## src/rtl/grant_sched_pkg.sv

```systemverilog
// grant_sched_pkg
//   Shared definitions for the grant/response burst scheduler:
//   default burst length and starvation threshold, the lock FSM state
//   encoding and a width helper that never returns zero.
package grant_sched_pkg;

  localparam int BEATS_DEF    = 8;
  localparam int MAX_WAIT_DEF = 15;

  typedef enum logic [0:0] {
    ST_IDLE   = 1'b0,
    ST_LOCKED = 1'b1
  } state_t;

  // ceil(log2(v)), clamped to at least 1 so vectors are never zero-width
  function automatic int clog2_min1(input int v);
    int r;
    r = 0;
    while ((1 << r) < v) r++;
    return (r < 1) ? 1 : r;
  endfunction

endpackage

```

## src/rtl/grant_burst_scheduler_rr_pick.sv

```systemverilog
// rr_pick
//   Rotating-priority picker. Returns the first set bit of 'valid' strictly
//   above index 'last', wrapping to the lowest set bit when nothing above is
//   set. With last = N-1 this degenerates to a plain lowest-index pick.
//   When nothing is valid, 'pick' echoes 'last' and 'any' is low.
// Ports
//   valid  in   N    candidate vector
//   last   in   IW   previously granted index
//   pick   out  IW   selected index
//   any    out  1    at least one candidate valid
module rr_pick #(
  parameter int N  = 4,
  parameter int IW = 2
) (
  input  logic [N-1:0]  valid,
  input  logic [IW-1:0] last,
  output logic [IW-1:0] pick,
  output logic          any
);

  logic found;

  assign any = |valid;

  // Scan last+1, last+2, ... wrapping; last itself is visited last, which
  // makes the wrap-around portion a lowest-index-first search.
  always_comb begin
    pick  = last;
    found = 1'b0;
    for (int k = 1; k <= N; k++) begin
      if (!found && valid[(int'(last) + k) % N]) begin
        pick  = IW'((int'(last) + k) % N);
        found = 1'b1;
      end
    end
  end

endmodule

```

## src/rtl/grant_burst_scheduler.sv

```systemverilog
// grant_burst_scheduler
//   Shares one grant/response output channel among N_IN requesters.
//   Round-robin arbitration with a starvation guard; a multi-beat message
//   locks the channel to its requester until all BEATS beats transfer.
//   The datapath is purely combinational (no buffering, 0-cycle latency).
// Ports
//   clk           in   1               clock
//   reset         in   1               synchronous, active-high
//   in_valid      in   N_IN            request valid per requester
//   in_ready      out  N_IN            request accepted when valid&ready
//   in_multibeat  in   N_IN            message carries BEATS beats
//   in_payload    in   N_IN*PAYLOAD_W  requester i at [i*PAYLOAD_W +: PAYLOAD_W]
//   out_valid     out  1               selected requester valid
//   out_ready     in   1               downstream accept
//   out_payload   out  PAYLOAD_W       selected payload
//   out_chosen    out  clog2(N_IN)     selected requester index
//   out_locked    out  1               burst lock held
module grant_burst_scheduler
  import grant_sched_pkg::*;
#(
  parameter int N_IN      = 4,
  parameter int PAYLOAD_W = 76,
  parameter int BEATS     = BEATS_DEF,
  parameter int MAX_WAIT  = MAX_WAIT_DEF
) (
  input  logic                      clk,
  input  logic                      reset,
  input  logic [N_IN-1:0]           in_valid,
  output logic [N_IN-1:0]           in_ready,
  input  logic [N_IN-1:0]           in_multibeat,
  input  logic [N_IN*PAYLOAD_W-1:0] in_payload,
  output logic                      out_valid,
  input  logic                      out_ready,
  output logic [PAYLOAD_W-1:0]      out_payload,
  output logic [clog2_min1(N_IN)-1:0] out_chosen,
  output logic                      out_locked
);

  localparam int IW = clog2_min1(N_IN);
  localparam int BW = clog2_min1(BEATS);
  localparam int WW = clog2_min1(MAX_WAIT + 1);

  state_t          state_reg, state_next;
  logic [BW-1:0]   beat_cnt_reg, beat_cnt_next;
  logic [IW-1:0]   lock_idx_reg, lock_idx_next;
  logic [IW-1:0]   last_grant_reg;
  logic [IW-1:0]   chosen;
  logic [IW-1:0]   rr_idx, starve_idx;
  logic            rr_any, starve_any;
  logic [N_IN-1:0] starve_vec;
  logic            fire;

  logic [PAYLOAD_W-1:0] payload_arr [N_IN];

  // Per-requester wait counters, starvation flags, payload unpacking and
  // ready decode.
  generate
    for (genvar gi = 0; gi < N_IN; gi++) begin : g_req
      logic [WW-1:0] wait_cnt_reg;

      assign payload_arr[gi] = in_payload[gi*PAYLOAD_W +: PAYLOAD_W];
      assign starve_vec[gi]  = in_valid[gi] && (wait_cnt_reg == WW'(MAX_WAIT));
      assign in_ready[gi]    = out_ready && (chosen == IW'(gi));

      // Keeps counting during a lock so a long burst can push others into
      // forced priority as soon as the lock releases.
      always_ff @(posedge clk) begin
        if (reset) begin
          wait_cnt_reg <= '0;
        end else if (!in_valid[gi] || (fire && (chosen == IW'(gi)))) begin
          wait_cnt_reg <= '0;
        end else if (wait_cnt_reg != WW'(MAX_WAIT)) begin
          wait_cnt_reg <= wait_cnt_reg + WW'(1);
        end
      end
    end
  endgenerate

  rr_pick #(.N(N_IN), .IW(IW)) u_rr_pick (
    .valid (in_valid),
    .last  (last_grant_reg),
    .pick  (rr_idx),
    .any   (rr_any)
  );

  // Anchoring at N_IN-1 turns the rotating picker into lowest-index-first.
  rr_pick #(.N(N_IN), .IW(IW)) u_starve_pick (
    .valid (starve_vec),
    .last  (IW'(N_IN - 1)),
    .pick  (starve_idx),
    .any   (starve_any)
  );

  always_comb begin
    chosen = last_grant_reg;
    if (state_reg == ST_LOCKED) begin
      chosen = lock_idx_reg;
    end else if (starve_any) begin
      chosen = starve_idx;
    end else if (rr_any) begin
      chosen = rr_idx;
    end
  end

  assign out_chosen  = chosen;
  assign out_valid   = in_valid[chosen];
  assign out_payload = payload_arr[chosen];
  assign out_locked  = (state_reg == ST_LOCKED);
  assign fire        = out_valid && out_ready;

  // Lock FSM: the first beat is carried in IDLE, so entering LOCKED starts
  // the beat count at 1 and the lock releases on beat BEATS.
  always_comb begin
    state_next    = state_reg;
    beat_cnt_next = beat_cnt_reg;
    lock_idx_next = lock_idx_reg;
    case (state_reg)
      ST_IDLE: begin
        if (fire && in_multibeat[chosen] && (BEATS > 1)) begin
          state_next    = ST_LOCKED;
          lock_idx_next = chosen;
          beat_cnt_next = BW'(1);
        end
      end
      ST_LOCKED: begin
        if (fire) begin
          if (beat_cnt_reg == BW'(BEATS - 1)) begin
            state_next    = ST_IDLE;
            beat_cnt_next = '0;
          end else begin
            beat_cnt_next = beat_cnt_reg + BW'(1);
          end
        end
      end
      default: begin
        state_next = ST_IDLE;
      end
    endcase
  end

  always_ff @(posedge clk) begin
    if (reset) begin
      state_reg      <= ST_IDLE;
      beat_cnt_reg   <= '0;
      lock_idx_reg   <= '0;
      last_grant_reg <= IW'(N_IN - 1);
    end else begin
      state_reg    <= state_next;
      beat_cnt_reg <= beat_cnt_next;
      lock_idx_reg <= lock_idx_next;
      if (fire) begin
        last_grant_reg <= chosen;
      end
    end
  end

endmodule

```

## config.mk

```make
export PLATFORM = sky130hd
export DESIGN_NAME = grant_burst_scheduler
export DESIGN_NICKNAME = d
export VERILOG_FILES = /design/src/rtl/grant_sched_pkg.sv /design/src/rtl/grant_burst_scheduler_rr_pick.sv /design/src/rtl/grant_burst_scheduler.sv
export SDC_FILE = /design/constraint.sdc
export NUM_CORES = 1
export LEC_CHECK = 0
export ABC_AREA = 1
export CAP_MARGIN = 20
export CORE_AREA = 5 5 152 154
export CTS_BUF_LIST = sky130_fd_sc_hd__clkbuf_4 sky130_fd_sc_hd__clkbuf_8 sky130_fd_sc_hd__clkbuf_16
export DETAILED_ROUTE_END_ITERATION = 6
export DIE_AREA = 0 0 157 159
export PLACE_DENSITY = 0.59
export SLEW_MARGIN = 20
export SYNTH_ARGS = -nofsm -noshare
export SYNTH_HDL_FRONTEND = slang
export SYNTH_SLANG_ARGS = --single-unit
```

## constraint.sdc

```tcl
create_clock -name clk -period 2.8 [get_ports clk]
set_input_delay 0.56 -clock clk [delete_from_list [all_inputs] [get_ports clk]]
set_output_delay 0.56 -clock clk [all_outputs]
set_load 0.1 [all_outputs]
```

==> results.tsv <==
metric	value	unit
synth.avg_cell_area	6.02	sq um
grt-ovfl-total	0	
cts-root-buf	clkbuf_16	
worstPathArrival	2.46	ns
die_w	157	microns
grt_antenna_before_repair	4	
cp_max_fo	8	
yosysMostFrequentCell	nand2_1	
num_rows	54	
finClkSkew	0.00258	ns
grt_max_degree	38	
slowest_delay	0.35	ns
cts.reportedPaths.clkPinSlew	0.07	ns
syn_area	3170	sq um
dieHeight	159	microns
hp-class	reg2reg	
die_area	25000	sq um
fin_ws	-0.216	ns
timing.final.crit_share	1.08	
outcome	finished, violations left	
utilization	0.514	
yosys.cell_types.count	32	
timing.final.hold_violations	0	
async_flop_share	0	
place.gp.congestion	0.914	
dp_hpwl	21200	microns
end_kind	output port	
violations	setup timing	
post_drt_wl_per_cell	21.8	microns
ys_seq_area_frac	0.152	
boundaryPins	399	
syn_inst	526	
synth_top_area_frac	0.265	
dr.pass1.iters	6	
fin_nets	1304	
synth_top_area_cell	a22oi_1	
tritoncts	done	
ys_dominant_reg_cell	dfxtp_1	
htreeDepth	1	
first_iter_violations	240	
insertion_delay	0.27	ns
yosysWarnings	0	
vias_per_cell	4.57	
drc	0	
relSlewSlack	0.744	
synth_nets	847	
period_needed	3.02	ns
track_usage	0.199	
port-buffer-count	398	
ys_ff_latch	24	
place_inst	1228	
coreArea	21600	sq um
crit_chain	ha_4 -> nand2_4 -> nor2_4 -> nand2_2 -> buf_6 -> a31oi_4 -> nand2_4 -> nand2_8 -> nor2_4 -> buf_12 -> buf_16 -> a22oi_2 -> nand3_4 -> buf_12	
fin_cells	1263	
cts_buffers	3	
drv_cap	0	
nFillCells	1961	
yosys-top-cells-area	a22oi_1 (27%), nand2_1 (23%), dfxtp_1 (15%)	
critical_path_class	reg2out	
wirelength	27500	microns
drive_gt1_frac	0.471	
finalSetupViolCount	76	
synth_edf_count	0	
required	2.24	ns
maxSlewViolCount	0	
synth_common_cells	nand2_1 (190), a22oi_1 (112), nand3_1 (61)	
clockBufferDepth	2	
vias	5777	
rsz0062_at_grt	true	
cp-start-kind	register	
max_slew.worst_pin.slew	0.384	ns
grt_pass1_wl	38300	microns
cp_slowest_cell	dfxtp_2	
grt_pass1_vias	6016	
final_antenna_net_count	0	
area_growth	250	%
start_util	0.147	
max_freq	332	MHz
largest_reg_flops	16	
numClockSinks	24	
==> critical path, delay by kind of cell (launching register included) <==
kind            cells  cell delay, ns
buf+inv             4            0.61
simple gates        7            0.60
compound gates      2            0.46
flops               1            0.35
fa+ha+maj           1            0.15
==> per-stage QoR <==
stage / area [sq um] / setup TNS, ns / hold WS (ns) / setup WS (ns)
CTS: 10700 / -11.15 / 0.488 / -0.204
global placement: 9620 / -48.39 / 0.465 / -0.668
detailed placement: 9620 / -47.84 / 0.472 / -0.663
floorplan: 4190 / -0.0879 / 0.454 / -0.00610
global route: 11100 / -20.22 / 0.503 / -0.326
finish: 11100 / -11.55 / 0.486 / -0.216
==> metal layers <==
| layer | global-route usage | vias up | wire length, microns | share of wire |
|---|---|---|---|---|
| li1 | - | 2795 | - | - |
| met1 | 0.241 | 2711 | 10600 | 0.38 |
| met2 | 0.354 | 219 | 13900 | 0.51 |
| met3 | 0.0432 | 46 | 2060 | 0.075 |
| met4 | 0.0540 | 6 | 886 | 0.032 |
| met5 | 0 | - | 34 | 0.0012 |
==> layout by cell type (no fill, tap or decap), types with 5 or more instances in the layout <==
cell type,netlist,routed
clkdlybuf4s50_1,0,310
a22oi_2,0,107
nand2_1,190,105
buf_12,0,94
nand2_4,3,48
buf_4,10,42
nand2_2,3,41
nand3_4,1,41
nor2_1,26,23
nand3_1,61,20
buf_6,2,16
dfxtp_1,24,13
buf_16,0,11
a21oi_1,11,10
clkbuf_16,0,9
dfxtp_2,0,8
inv_1,10,7
nor2_4,1,5
a22oi_1,112,5
nand4_1,5,5
==> worst paths after layout <==
kind,slack (ns),start,cells after the start,end
min,0.49,beat_cnt_reg[1],2,beat_cnt_reg[1]
min reg2reg,0.49,beat_cnt_reg[1],2,beat_cnt_reg[1]
max reg2reg,0.41,g_req[1].wait_cnt_reg[0],17,g_req[2].wait_cnt_reg[2]
max,-0.22,g_req[1].wait_cnt_reg[0],14,out_payload[45]
==> area by class of cell <==
type                            instances  area [sq um]  share of cell area
Antenna cell                            1          2.50            0.000226
Clock buffer                            3          75.1             0.00678
Clock inverter                          1          30.0             0.00271
Inverter                               19           103             0.00926
Multi-Input combinational cell        449          4020               0.363
Sequential cell                        24           502              0.0453
Tap cell                              280           350              0.0316
Timing Repair Buffer                  486          6000               0.541
==> cells by family after synthesis <==
family          synth area share
fa+ha+maj                 0.0237
simple gates               0.414
buf+inv                   0.0900
mux                      0.00316
compound gates             0.306
flops                      0.152
xor+xnor                  0.0111
==> repair_timing <==
action                     CTS  global route
hold buffers                 0             0
setup endpoints to repair   82            81
setup buffers               12             9
gates cloned                 8             6
gates resized for setup    184            46
pin swaps                   33            25
Power is left out: the tool's default activity adds up to more than one toggle a clock period on the data nets, which glitch-free logic cannot reach.
